### config.mk
export PLATFORM = sky130hd
export DESIGN_NAME = apb4_cmd_master_flat
export DESIGN_NICKNAME = d
export VERILOG_FILES = /design/src/rtl/apb4_cmd_master_if.sv /design/src/rtl/apb4_cmd_master.sv /design/src/flat_wrapper.sv
export SDC_FILE = /design/constraint.sdc
export NUM_CORES = 1
export LEC_CHECK = 0
export ABC_AREA = 0
export CAP_MARGIN = 0
export CORE_MARGIN = 2
export CORE_UTILIZATION = 58
export DETAILED_ROUTE_END_ITERATION = 8
export PLACE_DENSITY_LB_ADDON = 0.1
export SYNTH_ARGS = -nofsm -noshare
export SYNTH_HDL_FRONTEND = slang
export SYNTH_SLANG_ARGS = --single-unit
export TNS_END_PERCENT = 20
### constraint.sdc
create_clock -name clk -period 6.6 [get_ports clk]
set_clock_uncertainty 0.05 [all_clocks]
set_input_delay 0.66 -clock clk [delete_from_list [all_inputs] [get_ports clk]]
set_output_delay 0.66 -clock clk [all_outputs]
set_load 0.1 [all_outputs]
### src/rtl/apb4_cmd_master_if.sv
// rtl/apb4_cmd_master_if.sv - command, response and APB signal bundle for apb4_cmd_master
interface apb4_cmd_master_if #(
    parameter int ADDR_WIDTH = 32,
    parameter int DATA_WIDTH = 32
);
    localparam int STRB_WIDTH = DATA_WIDTH / 8;

    logic                  cmd_valid;
    logic                  cmd_ready;
    logic                  cmd_write;
    logic [ADDR_WIDTH-1:0] cmd_addr;
    logic [DATA_WIDTH-1:0] cmd_wdata;
    logic [STRB_WIDTH-1:0] cmd_strb;
    logic [2:0]            cmd_prot;

    logic                  rsp_valid;
    logic                  rsp_ready;
    logic [DATA_WIDTH-1:0] rsp_rdata;
    logic                  rsp_err;
    logic                  rsp_timeout;

    logic                  psel;
    logic                  penable;
    logic                  pwrite;
    logic [ADDR_WIDTH-1:0] paddr;
    logic [DATA_WIDTH-1:0] pwdata;
    logic [STRB_WIDTH-1:0] pstrb;
    logic [2:0]            pprot;
    logic [DATA_WIDTH-1:0] prdata;
    logic                  pready;
    logic                  pslverr;

    // master: the transactor; slave: the command source plus the APB slave it drives
    modport master (
        input  cmd_valid, cmd_write, cmd_addr, cmd_wdata, cmd_strb, cmd_prot,
        output cmd_ready,
        output rsp_valid, rsp_rdata, rsp_err, rsp_timeout,
        input  rsp_ready,
        output psel, penable, pwrite, paddr, pwdata, pstrb, pprot,
        input  prdata, pready, pslverr
    );

    modport slave (
        output cmd_valid, cmd_write, cmd_addr, cmd_wdata, cmd_strb, cmd_prot,
        input  cmd_ready,
        input  rsp_valid, rsp_rdata, rsp_err, rsp_timeout,
        output rsp_ready,
        input  psel, penable, pwrite, paddr, pwdata, pstrb, pprot,
        output prdata, pready, pslverr
    );
endinterface

### src/rtl/apb4_cmd_master.sv
// rtl/apb4_cmd_master.sv - APB4 master driven by a buffered valid/ready command stream
module apb4_cmd_master #(
    parameter int ADDR_WIDTH  = 32,
    parameter int DATA_WIDTH  = 32,
    parameter int CMD_DEPTH   = 4,
    parameter int TIMEOUT     = 100,
    parameter int TIMER_WIDTH = 8
) (
    input  logic              clk,
    input  logic              reset_n,
    apb4_cmd_master_if.master bus,
    output logic              busy
);
    localparam int STRB_WIDTH  = DATA_WIDTH / 8;
    localparam int ENTRY_WIDTH = 1 + ADDR_WIDTH + DATA_WIDTH + STRB_WIDTH + 3;
    localparam int PTR_WIDTH   = (CMD_DEPTH > 1) ? $clog2(CMD_DEPTH) : 1;
    localparam int CNT_WIDTH   = $clog2(CMD_DEPTH + 1);

    localparam logic [PTR_WIDTH-1:0]   LAST_PTR   = PTR_WIDTH'(CMD_DEPTH - 1);
    localparam logic [CNT_WIDTH-1:0]   FULL_CNT   = CNT_WIDTH'(CMD_DEPTH);
    localparam logic [TIMER_WIDTH-1:0] TIMER_LAST = TIMER_WIDTH'((TIMEOUT > 0) ? TIMEOUT - 1 : 0);

    typedef enum logic [1:0] {IDLE, SETUP, ACCESS} state_t;

    state_t state, state_next;

    logic [ENTRY_WIDTH-1:0] fifo_mem [CMD_DEPTH];
    logic [PTR_WIDTH-1:0]   wr_ptr, rd_ptr;
    logic [CNT_WIDTH-1:0]   count;
    logic                   live;
    logic                   push, pop, complete, abort;
    logic [TIMER_WIDTH-1:0] timer;

    logic                  head_write;
    logic [ADDR_WIDTH-1:0] head_addr;
    logic [DATA_WIDTH-1:0] head_wdata;
    logic [STRB_WIDTH-1:0] head_strb;
    logic [2:0]            head_prot;

    assign {head_write, head_addr, head_wdata, head_strb, head_prot} = fifo_mem[rd_ptr];

    // live keeps cmd_ready low for the whole reset period, not just after it
    assign bus.cmd_ready = live && (count != FULL_CNT);
    assign push          = bus.cmd_valid && bus.cmd_ready;
    assign busy          = (state != IDLE) || (count != '0) || bus.rsp_valid;

    always_ff @(posedge clk) begin
        if (push) begin
            fifo_mem[wr_ptr] <= {bus.cmd_write, bus.cmd_addr, bus.cmd_wdata, bus.cmd_strb, bus.cmd_prot};
        end
    end

    always_ff @(posedge clk) begin
        if (!reset_n) begin
            wr_ptr <= '0;
            rd_ptr <= '0;
            count  <= '0;
            live   <= 1'b0;
        end else begin
            live <= 1'b1;
            if (push) begin
                wr_ptr <= (wr_ptr == LAST_PTR) ? '0 : wr_ptr + 1'b1;
            end
            if (pop) begin
                rd_ptr <= (rd_ptr == LAST_PTR) ? '0 : rd_ptr + 1'b1;
            end
            case ({push, pop})
                2'b10:   count <= count + 1'b1;
                2'b01:   count <= count - 1'b1;
                default: count <= count;
            endcase
        end
    end

    always_ff @(posedge clk) begin
        if (!reset_n) begin
            state <= IDLE;
        end else begin
            state <= state_next;
        end
    end

    // A new transfer starts only when its response will have a free slot to land in
    always_comb begin
        state_next = state;
        pop        = 1'b0;
        complete   = 1'b0;
        abort      = 1'b0;
        case (state)
            IDLE: begin
                if ((count != '0) && (!bus.rsp_valid || bus.rsp_ready)) begin
                    pop        = 1'b1;
                    state_next = SETUP;
                end
            end
            SETUP: state_next = ACCESS;
            ACCESS: begin
                if (bus.pready) begin
                    complete   = 1'b1;
                    state_next = IDLE;
                end else if ((TIMEOUT != 0) && (timer == TIMER_LAST)) begin
                    abort      = 1'b1;
                    state_next = IDLE;
                end
            end
            default: state_next = IDLE;
        endcase
    end

    always_ff @(posedge clk) begin
        if (!reset_n) begin
            bus.psel        <= 1'b0;
            bus.penable     <= 1'b0;
            bus.pwrite      <= 1'b0;
            bus.paddr       <= '0;
            bus.pwdata      <= '0;
            bus.pstrb       <= '0;
            bus.pprot       <= '0;
            bus.rsp_valid   <= 1'b0;
            bus.rsp_rdata   <= '0;
            bus.rsp_err     <= 1'b0;
            bus.rsp_timeout <= 1'b0;
            timer           <= '0;
        end else begin
            if (pop) begin
                bus.psel    <= 1'b1;
                bus.penable <= 1'b0;
                bus.pwrite  <= head_write;
                bus.paddr   <= head_addr;
                bus.pprot   <= head_prot;
                bus.pwdata  <= head_write ? head_wdata : '0;
                bus.pstrb   <= head_write ? head_strb : '0;
            end
            if (state == SETUP) begin
                bus.penable <= 1'b1;
                timer       <= '0;
            end
            if ((state == ACCESS) && !bus.pready) begin
                timer <= timer + 1'b1;
            end
            if (complete || abort) begin
                bus.psel        <= 1'b0;
                bus.penable     <= 1'b0;
                bus.pwrite      <= 1'b0;
                bus.paddr       <= '0;
                bus.pwdata      <= '0;
                bus.pstrb       <= '0;
                bus.pprot       <= '0;
                bus.rsp_valid   <= 1'b1;
                bus.rsp_rdata   <= (complete && !bus.pwrite) ? bus.prdata : '0;
                bus.rsp_err     <= abort ? 1'b1 : bus.pslverr;
                bus.rsp_timeout <= abort;
            end else if (bus.rsp_valid && bus.rsp_ready) begin
                bus.rsp_valid <= 1'b0;
            end
        end
    end
endmodule
### src/flat_wrapper.sv
// flat-port wrapper written by rule: the top's interface ports become plain ports
module apb4_cmd_master_flat 
#(
    parameter int ADDR_WIDTH  = 32,
    parameter int DATA_WIDTH  = 32,
    parameter int CMD_DEPTH   = 4,
    parameter int TIMEOUT     = 100,
    parameter int TIMER_WIDTH = 8
)
  (clk, reset_n, busy, bus_cmd_valid, bus_cmd_write, bus_cmd_addr, bus_cmd_wdata, bus_cmd_strb, bus_cmd_prot, bus_cmd_ready, bus_rsp_valid, bus_rsp_rdata, bus_rsp_err, bus_rsp_timeout, bus_rsp_ready, bus_psel, bus_penable, bus_pwrite, bus_paddr, bus_pwdata, bus_pstrb, bus_pprot, bus_prdata, bus_pready, bus_pslverr);
  apb4_cmd_master_if #(.ADDR_WIDTH(ADDR_WIDTH), .DATA_WIDTH(DATA_WIDTH)) bus_i ();
  input  logic clk;
  input  logic reset_n;
  output logic busy;
  input wire logic [$bits(bus_i.cmd_valid)-1:0] bus_cmd_valid;
  input wire logic [$bits(bus_i.cmd_write)-1:0] bus_cmd_write;
  input wire logic [$bits(bus_i.cmd_addr)-1:0] bus_cmd_addr;
  input wire logic [$bits(bus_i.cmd_wdata)-1:0] bus_cmd_wdata;
  input wire logic [$bits(bus_i.cmd_strb)-1:0] bus_cmd_strb;
  input wire logic [$bits(bus_i.cmd_prot)-1:0] bus_cmd_prot;
  output wire logic [$bits(bus_i.cmd_ready)-1:0] bus_cmd_ready;
  output wire logic [$bits(bus_i.rsp_valid)-1:0] bus_rsp_valid;
  output wire logic [$bits(bus_i.rsp_rdata)-1:0] bus_rsp_rdata;
  output wire logic [$bits(bus_i.rsp_err)-1:0] bus_rsp_err;
  output wire logic [$bits(bus_i.rsp_timeout)-1:0] bus_rsp_timeout;
  input wire logic [$bits(bus_i.rsp_ready)-1:0] bus_rsp_ready;
  output wire logic [$bits(bus_i.psel)-1:0] bus_psel;
  output wire logic [$bits(bus_i.penable)-1:0] bus_penable;
  output wire logic [$bits(bus_i.pwrite)-1:0] bus_pwrite;
  output wire logic [$bits(bus_i.paddr)-1:0] bus_paddr;
  output wire logic [$bits(bus_i.pwdata)-1:0] bus_pwdata;
  output wire logic [$bits(bus_i.pstrb)-1:0] bus_pstrb;
  output wire logic [$bits(bus_i.pprot)-1:0] bus_pprot;
  input wire logic [$bits(bus_i.prdata)-1:0] bus_prdata;
  input wire logic [$bits(bus_i.pready)-1:0] bus_pready;
  input wire logic [$bits(bus_i.pslverr)-1:0] bus_pslverr;
  assign bus_i.cmd_valid = bus_cmd_valid;
  assign bus_i.cmd_write = bus_cmd_write;
  assign bus_i.cmd_addr = bus_cmd_addr;
  assign bus_i.cmd_wdata = bus_cmd_wdata;
  assign bus_i.cmd_strb = bus_cmd_strb;
  assign bus_i.cmd_prot = bus_cmd_prot;
  assign bus_cmd_ready = bus_i.cmd_ready;
  assign bus_rsp_valid = bus_i.rsp_valid;
  assign bus_rsp_rdata = bus_i.rsp_rdata;
  assign bus_rsp_err = bus_i.rsp_err;
  assign bus_rsp_timeout = bus_i.rsp_timeout;
  assign bus_i.rsp_ready = bus_rsp_ready;
  assign bus_psel = bus_i.psel;
  assign bus_penable = bus_i.penable;
  assign bus_pwrite = bus_i.pwrite;
  assign bus_paddr = bus_i.paddr;
  assign bus_pwdata = bus_i.pwdata;
  assign bus_pstrb = bus_i.pstrb;
  assign bus_pprot = bus_i.pprot;
  assign bus_i.prdata = bus_prdata;
  assign bus_i.pready = bus_pready;
  assign bus_i.pslverr = bus_pslverr;
  apb4_cmd_master #(.ADDR_WIDTH(ADDR_WIDTH), .DATA_WIDTH(DATA_WIDTH), .CMD_DEPTH(CMD_DEPTH), .TIMEOUT(TIMEOUT), .TIMER_WIDTH(TIMER_WIDTH)) u_core (.clk(clk), .reset_n(reset_n), .bus(bus_i), .busy(busy));
endmodule
### Word-level counts from Yosys, hierarchy flattened

Memory sizes are Yosys's and may differ from the RTL's. A register that Yosys moved wholly into a read port is not among the register bits.
Cells that the tools add are included.

| word-level totals | value |
|---|---|
| memories | 1 |
| latch bits | 0 |
| output and inout bits | 111 |
| bits of input ports | 110 |
| memory bits (read-only) | 0 |
| bits in registers | 127 |
| bits in writable memories | 288 |
| word-level logic and storage cells | 85 |

Memory list:

| memory | depth | bits a word | rd ports | clocked after Yosys merged registers in | write ports | line | source |
|---|---|---|---|---|---|---|---|
| u_core.fifo_mem | 4 | 72 | 1 | 1 | 1 | apb4_cmd_master.sv:27 | `logic [ENTRY_WIDTH-1:0] fifo_mem [CMD_DEPTH];` |

| cells by class | value |
|---|---|
| $mul | 0 |
| reduce and logical (&&, ||, !) cells | 22 |
| $lt $le $gt $ge | 0 |
| add/sub/neg operators | 5 |
| muxes and demuxes | 29 |
| equal/unequal tests | 10 |
| divide/modulo/power cells | 0 |
| shifts and indexed selects | 0 |
| bitwise gates (word level) | 1 |

Operator list:

| kind | number |
|---|---|
| 2-to-1 mux 32 bit | 2 |
| 2-to-1 mux 8 bit | 2 |
| 2-to-1 mux 1 bit | 15 |
| 2-to-1 mux 2 bit | 7 |
| nonzero test 2 bit | 5 |
| adder 8 x 1 -> 8 bit, second input constant | 1 |
| equality test 2 bit, second input constant | 4 |
| equality test 8 x 7 -> 1 bit, second input constant | 1 |
| logical AND 1 bit | 6 |
| case mux 2 bit (3 select lines) | 1 |
| case mux 3 bit (2 select lines) | 1 |
| adder 2 x 1 -> 2 bit, second input constant | 2 |
| equality test 2 x 1 -> 1 bit, second input constant | 2 |
| logical OR 1 bit | 4 |
| 2-to-1 mux 4 bit | 1 |
| adder 3 x 1 -> 3 bit, second input constant | 1 |
| logical NOT 1 bit | 3 |
| != test 3 x 2 -> 1 bit, second input constant | 1 |
| != test 3 bit, second input constant | 1 |
| nonzero test 3 bit | 1 |
| subtractor 3 x 1 -> 3 bit, second input constant | 1 |
| logical NOT 2 bit | 1 |
| != test 2 x 1 -> 1 bit, second input constant | 1 |
| AND reduction 2 bit | 1 |
| other kinds (2) | 2 |

### Depth between registers and ports, before layout

| logic depth | value |
|---|---|
| word-level depth | 7 |
| depth in mapped cells | 10 |
| mapped depth without buffers | 8 |

### Worst setup path before layout

No wires, ideal clock.

| timing | value |
|---|---|
| path type | reg2reg |
| start | register u_core.count[0] |
| end | memory u_core.fifo_mem[0][0] in the netlist's numbering (enable) |
| cell stages (with the launch flop) | 3 |
| required time | 6,111 ps |
| setup time | 439 ps |
| slack | 2,974 ps |
| arrival time | 3,137 ps |
| clock period less this slack | 3,626 ps |
| path buffers | 0 |
| cells stage by stage | dfxtp_1 > o31a_1 > and3_1 |

| between the ends | value |
|---|---|
| word-level cells in the longest chain between the ends | 5 |

Ends and longest elaborated chain:

| item | line | source |
|---|---|---|
| start: declaration | apb4_cmd_master.sv:29 | `logic [CNT_WIDTH-1:0] count;` |
| start signal: assignment | apb4_cmd_master.sv:68 | `2'b10: count <= count + 1'b1;` |
| start signal: assignment | apb4_cmd_master.sv:69 | `2'b01: count <= count - 1'b1;` |
| start signal: assignment | apb4_cmd_master.sv:70 | `default: count <= count;` |
| != test 3 bit | apb4_cmd_master.sv:43 | `assign bus.cmd_ready = live && (count != FULL_CNT);` |
| logical AND 1 bit | apb4_cmd_master.sv:43 |  |
| named net bus_cmd_ready | flat_wrapper.sv:21 | `output wire logic [$bits(bus_i.cmd_ready)-1:0] bus_cmd_ready;` |
| logical AND 1 bit | apb4_cmd_master.sv:44 | `assign push = bus.cmd_valid && bus.cmd_ready;` |
| 2-to-1 mux 1 bit | apb4_cmd_master.sv:48 | `if (push) begin` |
| 2-to-1 mux 1 bit (not written as such) | apb4_cmd_master.sv:49 | `fifo_mem[wr_ptr] <= {bus.cmd_write, bus.cmd_addr, bus.cmd_wdata, bus.cmd_strb, bus.cmd_prot};` |
| end: declaration | apb4_cmd_master.sv:27 |  |

The timed path passes the listed nets, and every way through them passes these cells.

### Final worst setup path

| timing | value |
|---|---|
| start | register u_core.count[0] |
| end | output port busy |

| between the ends | value |
|---|---|
| word-level cells in the longest chain between the ends | 3 |

Ends and longest elaborated chain:

| item | line | source |
|---|---|---|
| nonzero test 3 bit | apb4_cmd_master.sv:45 | `assign busy = (state != IDLE) \|\| (count != '0) \|\| bus.rsp_valid;` |
| logical OR 1 bit (2 in a row) | apb4_cmd_master.sv:45 |  |
| end: declaration | flat_wrapper.sv:14 | `output logic busy;` |

No other way between the ends.

==> qor.yml <==
grt_setup_unrepaired: "no"
outcome: "finished, final reports clean"
drive_gt1_share_pct: 16.2
grt_overflow: 0
fin_crit_ps: 3430
path_max_fanout: 5
grt_max_degree: 78
netlist_area_um2: 15100
synth_top_area_share_pct: 57.3
drtIter0Drc: 571
drc: 0
final_nets: 1203
maxCapViolCount: 0
postCtsSetupBuffers: 0
power_density_nw_per_um2: 444
routed_wl_um: 29600
cts_tree: "built"
place_hpwl_um: 16700
area_delta_synth_final_pct: 25.2
path_clk_slew_ps: 60
stdcell_count: 1455
slew_violations: 0
synth_edf_count: 288
track_usage_pct: 21.5
num_rows: 59
synthArstFlopShare_pct: 0
via_per_inst: 5.68
start_kind: "flop"
clock-sinks: 417
cts_buffers: 41
cts_max_level: 2
port_buffers: 220
wl_per_cell_um: 20.4
die_y_um: 165
ioPinCount: 221
vias: 8266
rrSetupSlack_ps: 3980
synth.distinct_cells: 44
max_slew.worst_pin.slew_ps: 1170
ys_top_cells_by_area: "edfxtp_1 57%, dfxtp_1 17%, mux4_2 11%, a22oi_2 2.4%, nand2_1 2.0%"
cts_root_buffer: "clkbuf_16"
clk_latency_ps: 530
preCtsSetupSlack_ps: 3300
finalSetupTns_ps: 0
setup_slack_ps: 3170
antenna_found_initial: 2
grt_pass1_wl_um: 44700
placedCellCount: 1377
dieWidth_um: 165
cts_hold_buf: 0
end_kind: "output port"
yosys_warnings: 0
synth_cells: 862
syn_area_per_cell_um2: 17.5
peakVddDrop_mv: 0.372
initial_core_util_pct: 58.4
leakage_nw: 6.19
drtPass1Iterations: 5
crit_type: "reg2out"
yosys.area.top_type: "edfxtp_1"
syn_nets: 980
finalHoldViolations: 0
ys.flop_type: "edfxtp_1"
ys_seq_area_share_pct: 74.4
critical_path_required_ps: 5890
holdCritPathClass: "reg2reg"
cts_buffer_depth: 3
setup_viol: 0
ctsResizeCount: 0
power_mw: 8.40
timing.final.crit_share_pct: 52.0
max_freq_mhz: 291
drtAntennaViolNets: 0
gp_congestion: 0.767
fillers: 1611
grt_pass1_vias: 8079
arrival_ps: 2720
synth_seq_cells: 417
slew_headroom_pct: 21.5
design.core.area_um2: 25800
die_area_um2: 27300
area by class of cell:
class	count	area (um2)	area share (%)
well taps	335	419	2.22
clock inverters	10	78.8	0.417
flip-flops and latches	417	11200	59.4
multi-input cells	388	3630	19.2
repair buffers	231	2280	12.1
clock buffers	66	1230	6.52
inverters	6	22.5	0.119
diodes	2	5.00	0.0265
path summary, 6_finish.rpt:
path                              from              endpoint  cells after the start
setup / recovery       u_core.count[0]                  busy                      3
hold / removal    u_core.bus.paddr[14]  u_core.bus.paddr[14]                      2
setup reg to reg                  flop   u_core.bus.pstrb[2]                      4
hold reg to reg   u_core.bus.paddr[14]  u_core.bus.paddr[14]                      2
critical path, stage by stage (launching register included):
cell	delay [ps]
dfxtp_1	360
or3_1	430
or4_1	410
clkdlybuf4s50_1	1000
logic make-up after synthesis:
kind of cell / Yosys count / share of synthesized area (%)
flops: 417 / 74.4
simple gates: 166 / 4.73
compound gates: 134 / 7.03
mux: 77 / 11.1
buf+inv: 57 / 1.90
fa+ha+maj: 8 / 0.713
xor+xnor: 3 / 0.174
cell usage in the layout, fill, tap and decap left out, drive strengths merged, types with 3 or more instances in the layout:
master and n:
clkdlybuf4s50 220, a21oi 52, o21ai 3, nand3 4, and3 5, edfxtp 288, a22oi 36, mux4 72
nor2 51, o21a 3, mux2i 4, nand2 82, a22o 32, nand4 3, nand2b 4, dfxtp 129
inv 6, or3 5, buf 11, clkinv 7, clkbuf 66, ha 7
where the power goes:
group | switching [mW] | internal [mW] | total (mW)
logic | 2.06 | 0.806 | 2.87
registers | 0.224 | 3.07 | 3.30
clock network | 0.917 | 1.32 | 2.24
through the flow:
step | utilization (%) | cell area (um2) | hold WS [ps]
3_5_place_dp | 68.1 | 17600 | 398
4_1_cts | 73.2 | 18900 | 406
5_1_grt | 73.2 | 18900 | 424
3_3_place_gp | 68.1 | 17600 | 386
6_report | 73.2 | 18900 | 402
2_1_floorplan | - | 15100 | 404
cell usage after synthesis, types with 7 or more instances:
master	instances
clkbuf_1	16
buf_2	28
edfxtp_1	288
mux4_2	72
nand2_1	82
a22o_1	32
a22oi_1	7
dfxtp_1	129
nor2_1	51
ha_1	7
a21oi_1	52
a22oi_2	29
per-layer routing:
layer / global-route usage, % / wire [um] / up-vias
met5: 0 / 0 / -
met1: 29.8 / 12800 / 4165
met3: 4.82 / 2130 / 44
met2: 34.8 / 14100 / 256
met4: 6.58 / 596 / 0
li1: - / - / 3801
flip-flops by register name (all words and copies together) (netlist names), named ones only:
name,count
u_core.count,3
u_core.bus.pprot,3
u_core.bus.rsp_timeout,1
u_core.bus.pwdata,32
u_core.bus.paddr,32
u_core.bus.psel,1
u_core.bus.rsp_err,1
u_core.timer,8
u_core.bus.pwrite,1
u_core.bus.penable,1
u_core.fifo_mem,288
u_core.live,1
u_core.bus.rsp_valid,1
u_core.bus.rsp_rdata,32
u_core.wr_ptr,2
u_core.rd_ptr,2
u_core.state,2
u_core.bus.pstrb,4
No activity file was read; power rests on OpenSTA's default activity.
